File: src/rtl/controle_reg7b.sv
// Mode controller for the 7-bit universal shift register: synchronises user
// commands, runs the load/shift/stop FSM and paces shifts with a tick divider.
module controle_reg7b #(
  parameter int unsigned DIV = 25_000_000
) (
  input  logic       clock,
  input  logic       reset_n,
  input  logic       cmd_carregar,
  input  logic       cmd_esq,
  input  logic       cmd_dir,
  input  logic       cmd_parar,
  output logic       ch1,
  output logic       ch0,
  output logic       en_reg,
  output logic [1:0] estado
);

  localparam int unsigned CNT_W = 26;
  localparam int unsigned N_CMD = 4;

  localparam int unsigned I_DIR = 0;
  localparam int unsigned I_ESQ = 1;
  localparam int unsigned I_CAR = 2;
  localparam int unsigned I_PAR = 3;

  localparam logic [1:0] PARADO   = 2'b00;
  localparam logic [1:0] DESL_ESQ = 2'b01;
  localparam logic [1:0] DESL_DIR = 2'b10;
  localparam logic [1:0] CARREGA  = 2'b11;

  localparam logic [1:0] SEL_LOAD = 2'b00;
  localparam logic [1:0] SEL_ESQ  = 2'b01;
  localparam logic [1:0] SEL_DIR  = 2'b10;

  localparam logic [CNT_W-1:0] CNT_LAST = CNT_W'(DIV - 1);

  logic [N_CMD-1:0] cmd_raw;
  logic [N_CMD-1:0] sync1_q;
  logic [N_CMD-1:0] sync2_q;
  logic [N_CMD-1:0] sync3_q;
  logic [N_CMD-1:0] pulse_q;

  logic [1:0]       state_q, state_d;
  logic [1:0]       sel_q, sel_d;
  logic             en_q, en_d;
  logic [CNT_W-1:0] cnt_q, cnt_d;

  logic p_par, p_car, p_esq, p_dir;
  logic tick;

  assign cmd_raw = {cmd_parar, cmd_carregar, cmd_esq, cmd_dir};

  // Two-flop synchroniser followed by a registered rising-edge detector
  always_ff @(posedge clock or negedge reset_n) begin
    if (!reset_n) begin
      sync1_q <= '0;
      sync2_q <= '0;
      sync3_q <= '0;
      pulse_q <= '0;
    end else begin
      sync1_q <= cmd_raw;
      sync2_q <= sync1_q;
      sync3_q <= sync2_q;
      pulse_q <= sync2_q & ~sync3_q;
    end
  end

  assign p_par = pulse_q[I_PAR];
  assign p_car = pulse_q[I_CAR];
  assign p_esq = pulse_q[I_ESQ];
  assign p_dir = pulse_q[I_DIR];
  assign tick  = (cnt_q == CNT_LAST);

  // State, selects, enable and divider are all registered together
  always_ff @(posedge clock or negedge reset_n) begin
    if (!reset_n) begin
      state_q <= PARADO;
      sel_q   <= SEL_LOAD;
      en_q    <= 1'b0;
      cnt_q   <= '0;
    end else begin
      state_q <= state_d;
      sel_q   <= sel_d;
      en_q    <= en_d;
      cnt_q   <= cnt_d;
    end
  end

  // Next-state selection with parar > carregar > esq > dir priority
  always_comb begin
    state_d = state_q;
    unique case (state_q)
      PARADO: begin
        if (p_car)      state_d = CARREGA;
        else if (p_esq) state_d = DESL_ESQ;
        else if (p_dir) state_d = DESL_DIR;
      end
      CARREGA: state_d = PARADO;
      DESL_ESQ: begin
        if (p_par)      state_d = PARADO;
        else if (p_car) state_d = CARREGA;
        else if (p_dir) state_d = DESL_DIR;
      end
      DESL_DIR: begin
        if (p_par)      state_d = PARADO;
        else if (p_car) state_d = CARREGA;
        else if (p_esq) state_d = DESL_ESQ;
      end
      default: state_d = PARADO;
    endcase
  end

  // Outputs for the upcoming state; the divider restarts on every state entry
  always_comb begin
    sel_d = sel_q;
    en_d  = 1'b0;
    cnt_d = '0;
    unique case (state_d)
      CARREGA: begin
        sel_d = SEL_LOAD;
        en_d  = 1'b1;
      end
      DESL_ESQ: begin
        sel_d = SEL_ESQ;
        if (state_q == DESL_ESQ) begin
          en_d  = tick;
          cnt_d = tick ? '0 : cnt_q + CNT_W'(1);
        end
      end
      DESL_DIR: begin
        sel_d = SEL_DIR;
        if (state_q == DESL_DIR) begin
          en_d  = tick;
          cnt_d = tick ? '0 : cnt_q + CNT_W'(1);
        end
      end
      default: begin
        sel_d = sel_q;
        en_d  = 1'b0;
        cnt_d = '0;
      end
    endcase
  end

  assign ch1    = sel_q[1];
  assign ch0    = sel_q[0];
  assign en_reg = en_q;
  assign estado = state_q;

endmodule

File: config.mk
export PLATFORM = sky130hd
export DESIGN_NAME = controle_reg7b
export DESIGN_NICKNAME = d
export VERILOG_FILES = /design/src/rtl/controle_reg7b.sv
export SDC_FILE = /design/constraint.sdc
export NUM_CORES = 1
export LEC_CHECK = 0
export CAP_MARGIN = 20
export CORE_MARGIN = 2
export CORE_UTILIZATION = 45
export DETAILED_ROUTE_END_ITERATION = 8
export REMOVE_ABC_BUFFERS = 1
export SYNTH_ARGS = -nofsm -noshare
export SYNTH_HDL_FRONTEND = slang
export SYNTH_SLANG_ARGS = --single-unit
File: constraint.sdc
create_clock -name clock -period 4.92 [get_ports clock]
set_clock_uncertainty 0.1 [all_clocks]
set_input_delay 0.984 -clock clock [delete_from_list [all_inputs] [get_ports clock]]
set_output_delay 0.984 -clock clock [all_outputs]
set_load 0.05 [all_outputs]
# [Word-level counts from Yosys, hierarchy flattened]
# Cells that the tools add are included.
[totals] output_inout_bits=5 wordCells=37 register_bits=47 inputBits=6
[op_classes] n_reduce_logical=2 mux=17 bitwise_logic=2 addsub=1 n_eq_ne=7
[ops] op="2-to-1 mux 26 bit" n=3
[ops] op="one-hot mux 26 bit (2 select lines)" n=1
[ops] op="adder 26 x 1 -> 26 bit (second input constant)" n=1
[ops] op="equality test 26 x 25 -> 1 bit (second input constant)" n=1
[ops] op="2-to-1 mux 2 bit" n=8
[ops] op="equality test 2 bit (second input constant)" n=4
[ops] op="one-hot mux 2 bit (4 select lines)" n=1
[ops] op="one-hot mux 2 bit (3 select lines)" n=1
[ops] op="AND 4 bit" n=1
[ops] op="equality test 2 x 1 -> 1 bit (second input constant)" n=2
[ops] op="NOT 4 bit" n=1
[ops] op="one-hot mux 1 bit (3 select lines)" n=1
[ops] op="nonzero test 3 bit" n=1
[ops] op="zero test 2 bit" n=1
[ops] op="2-to-1 mux 1 bit" n=2

# [Longest topological paths before layout]
# Gate-level depths: netlist of the first run.
[depth] depth_word=6 ltp_mapped=10 depth_no_buf=9

# [Worst setup path after synthesis of the first run]
# OpenSTA, ideal clock, no wires.
[synth_path] path_type="flip-flop to flip-flop" from="reg state_q[0] (netlist: estado[0])" to="reg en_q (netlist: en_reg)" t_arrival_ps=2210 path_slack_ps=2546 path_stages_with_launch=7 period_less_slack_ps=2374 required_time_ps=4756 n_path_buf=0 setup_ps=64 cell_sequence="dfrtp_1 -> or3_1 -> nand3_1 -> ha_1 -> or3b_2 -> a2111oi_0 -> o21ba_2"
[synth_via] elab_chain_cells=6 word_cells_on_any_way=19 classes_between="6 x eq/ne; 12 x mux; 1 x reduce/logical"
[synth_rtl] item="from (decl)" line_no="43" rtl="logic [1:0] state_q, state_d;"
[synth_rtl] item="from (signal assigned)" line_no="82" rtl="state_q <= state_d;"
[synth_rtl] item="2-to-1 mux 2 bit, on equally long branches" line_no="107, 96, 102"
[synth_rtl] item="2-to-1 mux 2 bit, on equally long branches" line_no="106, 101, 95"
[synth_rtl] item="2-to-1 mux 2 bit, on equally long branches" line_no="105, 100, 94"
[synth_rtl] item="one-hot mux 2 bit (4 select lines)" line_no="92" rtl="unique case (state_q)"
[synth_rtl] item="equality test 2 bit or equality test 2 x 1 -> 1 bit (tied branches)" line_no="118" rtl="unique case (state_d)"
[synth_rtl] item="one-hot mux 1 bit (3 select lines) (*)" line_no="118"
[synth_rtl] item="named net en_d" line_no="45" rtl="logic en_q, en_d;"
[synth_rtl] item="to (signal assigned)" line_no="84" rtl="en_q <= en_d;"
[synth_rtl] item="to (decl)" line_no="45"
# Mark *: on every way through the listed nets, which the timed path passes. The rest lies on a longest branch.
# A chain may end at the register's enable or synchronous reset.

# [Worst setup path after layout of the first run]
[layout_path] from="reg state_q[0] (netlist: estado[0])" to="out estado[0]"
[layout_lines] item="to (decl)" line_no="15" rtl="output logic [1:0] estado"
# No word-level cell between the ends.

==> results.tsv, run 1 <==
metric	value	unit
outcome	finished clean	
hold_class	reg -> reg	
period_needed	2.71	ns
cp.buffers_inverters	1	
numCtsBuffers	5	
reg2reg_depth	8	
pwr-share-clk	26.6	%
die-area	5200	um2
firstDrtPassIters	4	
power.share.switching	33.3	%
clkSinkCount	47	
hold_path.startpoint	sync1_q[3]	
drive_above_1_share	10.1	%
worstPathCellList	clkdlybuf4s50_1	
cp.arrival	1.62	ns
grt-ovfl-total	0	
preCtsSetupSlack	2.37	ns
syn_area_per_cell	11.2	um2
grt_pass1_wl	6150	um
relSlewSlack	31.3	%
rsz0062_at_grt	false	
postSynthCellCount	187	
antenna_found_initial	0	
layout_setup_ws	2.21	ns
port_buffers	10	
finalSetupTns	0	ns
place.gp.congestion	0.761	
ys_seq_elements	47	
rr_endpoint	cnt_q[24]	
crit_slowest_cell	clkdlybuf4s50_1	
holdWs	0.249	ns
netlist_area	2090	um2
hold_violations	0	
largest_reg_flops	26	
worstHoldEndpoint	sync2_q[3]	
post_cts_resize_count	0	
htree_levels	2	
cts_tree	yes	
routed_wl	3520	um
root_buffer	clkbuf_8	
p_total	925	uW
path_clk_slew	0.09	ns
p_comb_share	26.0	%
synth-async-reset-ratio	100	%
worstReg2RegStart	estado[0]	
seq_power_share	47.4	%
ir_drop	0.000173	V
drv_slew	0	
die_x	72.1	um
maxCapViolCount	0	
p_int	617	uW
nNetsFinal	210	
track_usage	15.0	%
avgRoutedWirePerCell	14.0	um
synth_edf_count	0	
initial_core_util	47.3	%
setup_viol	0	
ys_types	34	
area_growth	11.4	%
rows	24	
synth_ff_type	dfrtp_1	
reg2reg_slack	2.35	ns
end_kind	output port	
yosysWarningCount	0	
holdBufCountCts	0	
seq_area_frac_synth	56.3	%
dp_hpwl	2330	um
critPathTopFamily	buffers and inverters	
worst_setup_path_start_kind	flip-flop	
p_per_area	398	nW/um2
finalCritPeriodShare	55.0	%
grt_pass1_vias	1416	
largest_register	cnt_q	
tightest_slew	1.03	ns
path_class	reg -> out	
fmax	370	MHz
post_cts_buffers	0	
die_y	72.1	um
placed_cells	242	
coreArea	4410	um2
via_per_inst	5.57	
crit_fanout	9	
cp.required	3.84	ns
layout.cells.non_filler	251	
slowest_delay	0.85	ns
antenna_cells	0	
vias	1397	
static-leakage-power	0.960	nW
net-switching-power	308	uW
boundaryPins	11	
cts.path.max_buffers	2	
dr.first_iter.drc_count	49	
min_path_cells	0	
drcViolationCount	0	
grt_max_degree	48	
worstSkewPairLatency	0.30	ns
postRouteAntennaNets	0	
[worst max-delay path by stage]
| stage | startpoint | end | depth (start not counted) |
|---|---|---|---|
| floorplan | estado[0] | cnt_q[24] | 8 |
| global placement | estado[0] | cnt_q[24] | 8 |
| detailed placement | estado[0] | cnt_q[24] | 8 |
| CTS | estado[0] | estado[0] | 1 |
| global route | estado[0] | estado[0] | 1 |
| finish | estado[0] | estado[0] | 1 |
[cell type report]
class	instances	area [um2]
Clock buffer	6	82.6
Clock inverter	2	16.3
Fill cell	387	2090
Inverter	7	26.3
Multi-Input combinational cell	126	845
Sequential cell	47	1180
Tap cell	52	65.1
Timing Repair Buffer	11	115
[kinds of logic (layout without fill, tap and decap cells)]
logic type	Yosys count	count (layout)	synth area share (%)
and+or+nand+nor	71	71	20.8
DFF	47	47	56.3
AOI/OAI and AO/OA	36	36	10.3
buffers and inverters	14	26	3.24
muxes	2	2	1.08
xor gates and xnor gates	10	10	4.19
adders and majority gates	7	7	4.07
[cells in the mapped netlist, types with 2 or more instances]
| cell type | instances | area [um2] |
|---|---|---|
| nand4_1 | 6 | 37.5 |
| nor4_1 | 2 | 12.5 |
| nand3b_1 | 2 | 15.0 |
| ha_1 | 6 | 75.1 |
| or3_1 | 9 | 56.3 |
| inv_1 | 7 | 26.3 |
| nand3_1 | 8 | 40.0 |
| nand2_1 | 8 | 30.0 |
| o21ba_2 | 2 | 20.0 |
| o21ai_0 | 10 | 50.1 |
| nor2_1 | 13 | 48.8 |
| mux2_2 | 2 | 22.5 |
| a21oi_1 | 15 | 75.1 |
| nand4_4 | 2 | 42.5 |
| buf_2 | 6 | 30.0 |
| and3_1 | 4 | 25.0 |
| dfrtp_1 | 47 | 1180 |
| o31ai_1 | 5 | 37.5 |
| xnor2_1 | 2 | 17.5 |
| or4_1 | 5 | 37.5 |
| nor2b_1 | 5 | 31.3 |
| xor2_1 | 8 | 70.1 |
| and4_1 | 2 | 17.5 |
[placed cells by master, fill, tap and decap left out, drive strengths merged, types with 6 or more instances in the layout]
cell and instances:
xor2 8, nand3 8, or3 9, o21ai 11, nand2 9, dfrtp 47, clkbuf 6, a21oi 15
inv 7, clkdlybuf4s50 9, nor2 13, nand4 8, ha 6
[through the flow]
| stage | util, % | area [um2] |
|---|---|---|
| after floorplan | - | 2050 |
| after global placement | 50.0 | 2210 |
| after detailed placement | 50.0 | 2210 |
| after CTS | 52.2 | 2310 |
| after global routing | 52.7 | 2330 |
| final | 52.7 | 2330 |
[power by group through the flow]
stage	clock network [mW]	logic, mW	registers [mW]
after CTS	0.256	0.242	0.439
after detailed placement	0	0.242	0.447
final	0.246	0.241	0.439
after global placement	0	0.235	0.444
after global routing	0.271	0.263	0.443
after floorplan	0	0.103	0.506
[per-layer routing]
layer | up-vias | track usage [%] | share of wire, % | wire, um
met5 | - | 0 | 0 | 0
met4 | 0 | 4.40 | 0.82 | 29
met3 | 4 | 4.58 | 3.7 | 131
met2 | 19 | 24.3 | 46 | 1630
met1 | 683 | 19.5 | 49 | 1730
li1 | 691 | - | - | -
(Power assumes the default switching activity.)
==> run 2, diff against run 1 <==
Settings changed: PLACE_DENSITY set to 0.65.
Clock period 4.92 ns to 2.25 ns, I/O delays scaled along.
==> results.tsv, run 2 (synthesis results as in run 1) <==
metric	value	unit
coreArea	4410	um2
fmax	457	MHz
p_per_area	949	nW/um2
cts.path.max_buffers	2	
via_per_inst	5.64	
placed_cells	250	
rows	24	
htree_levels	2	
preCtsSetupSlack	0.0148	ns
die_y	72.1	um
track_usage	16.3	%
p_int	1.61	mW
path_clk_slew	0.09	ns
layout_common_cells	dfrtp_1, buf_4, nor2_1	
dp_hpwl	2550	um
grt_pass1_vias	1529	
p_total	2.39	mW
layout.cells.non_filler	266	
fill_cells	378	
final_core_util	56.9	%
tightest_slew	0.585	ns
static-leakage-power	1.05	nW
largest_register	cnt_q	
boundaryPins	11	
place.gp.congestion	0.764	
port_buffers	10	
p_comb_share	33.9	%
end_kind	output port	
placed_cell_area	2280	um2
pwr-share-clk	26.5	%
cts_tree	yes	
seq_power_share	39.7	%
antenna_found_initial	0	
grt_max_degree	48	
cp.required	1.70	ns
rsz0062_at_grt	true	
drv_slew	0	
path_class	reg -> out	
antenna_cells	0	
area_growth	20.4	%
relSlewSlack	61.0	%
die-area	5200	um2
grt_pass1_wl	6690	um
drcViolationCount	0	
power.share.switching	32.5	%
crit_fanout	5	
drive_above_1_share	20.1	%
cp.arrival	1.64	ns
setup_viol	0	
die_x	72.1	um
finalSetupTns	0	ns
layout_commonest_cell	dfrtp_1	
nNetsFinal	225	
root_buffer	clkbuf_8	
clkSinkCount	47	
layout_setup_ws	0.0620	ns
firstDrtPassIters	4	
ir_drop	0.000687	V
final_cell_area	2510	um2
numCtsBuffers	5	
worst_setup_path_start_kind	flip-flop	
hold_class	in -> async	
worstSkewPairLatency	0.30	ns
postRouteAntennaNets	0	
finalCritPeriodShare	97.2	%
outcome	finished clean	
dr.first_iter.drc_count	84	
reg2reg_depth	9	
holdWs	0.130	ns
avgRoutedWirePerCell	15.1	um
hold_violations	0	
initial_core_util	47.3	%
maxCapViolCount	0	
grt-ovfl-total	0	
period_needed	2.19	ns
largest_reg_flops	26	
routed_wl	4010	um
net-switching-power	776	uW
vias	1500	
-- run 2: critical path, cell delays in order (launching register included) --
cell	delay [ns]
dfrtp_1	0.39
buf_4	0.15
clkdlybuf4s50_1	0.80
-- run 2: worst paths after layout --
path / endpoint / from / slack, ns
max in group asynchronous: pulse_q[1] / reset_n / 1.53
min reg2reg: sync2_q[2] / sync1_q[2] / 0.25
max: estado[1] / estado[1] / 0.06
max reg2reg: cnt_q[13] / estado[0] / 0.06
min: cnt_q[21] / reset_n / 0.13
min in group clock: sync2_q[2] / sync1_q[2] / 0.25
-- run 2: power by group through the flow --
stage | combinational (mW) | clock (mW) | sequential, mW
5_1_grt | 0.864 | 0.682 | 0.954
4_1_cts | 0.660 | 0.649 | 0.945
2_1_floorplan | 0.224 | 0 | 1.11
3_5_place_dp | 0.639 | 0 | 0.963
3_3_place_gp | 0.622 | 0 | 0.956
6_report | 0.808 | 0.631 | 0.947
-- run 2: final cells by class --
cell class,count,area [um2],area share [%]
Tap cell,52,65.1,2.59
Sequential cell,47,1180,46.8
Timing Repair Buffer,25,223,8.86
Clock buffer,5,68.8,2.74
Multi-Input combinational cell,127,907,36.1
Clock inverter,3,47.5,1.89
Inverter,7,26.3,1.05
-- run 2: timing repair --
item                                    4_1_cts  5_1_grt
endpoints found under the setup margin        4       18
setup buffers                                 0        7
hold buffers                                  0        0
endpoints found under the hold margin         0        0
cloned                                        0        1
gates resized for setup                       3       11
pin swaps                                     0        4
-- run 2: layer usage --
metal / wire length, um / up-vias / part of all wire, % / global-route usage (%)
li1: - / 718 / - / -
met1: 1720 / 753 / 43 / 20.4
met2: 2090 / 25 / 52 / 27.4
met3: 137 / 4 / 3.4 / 3.89
met4: 53 / 0 / 1.3 / 6.08
met5: 0 / - / 0 / 0
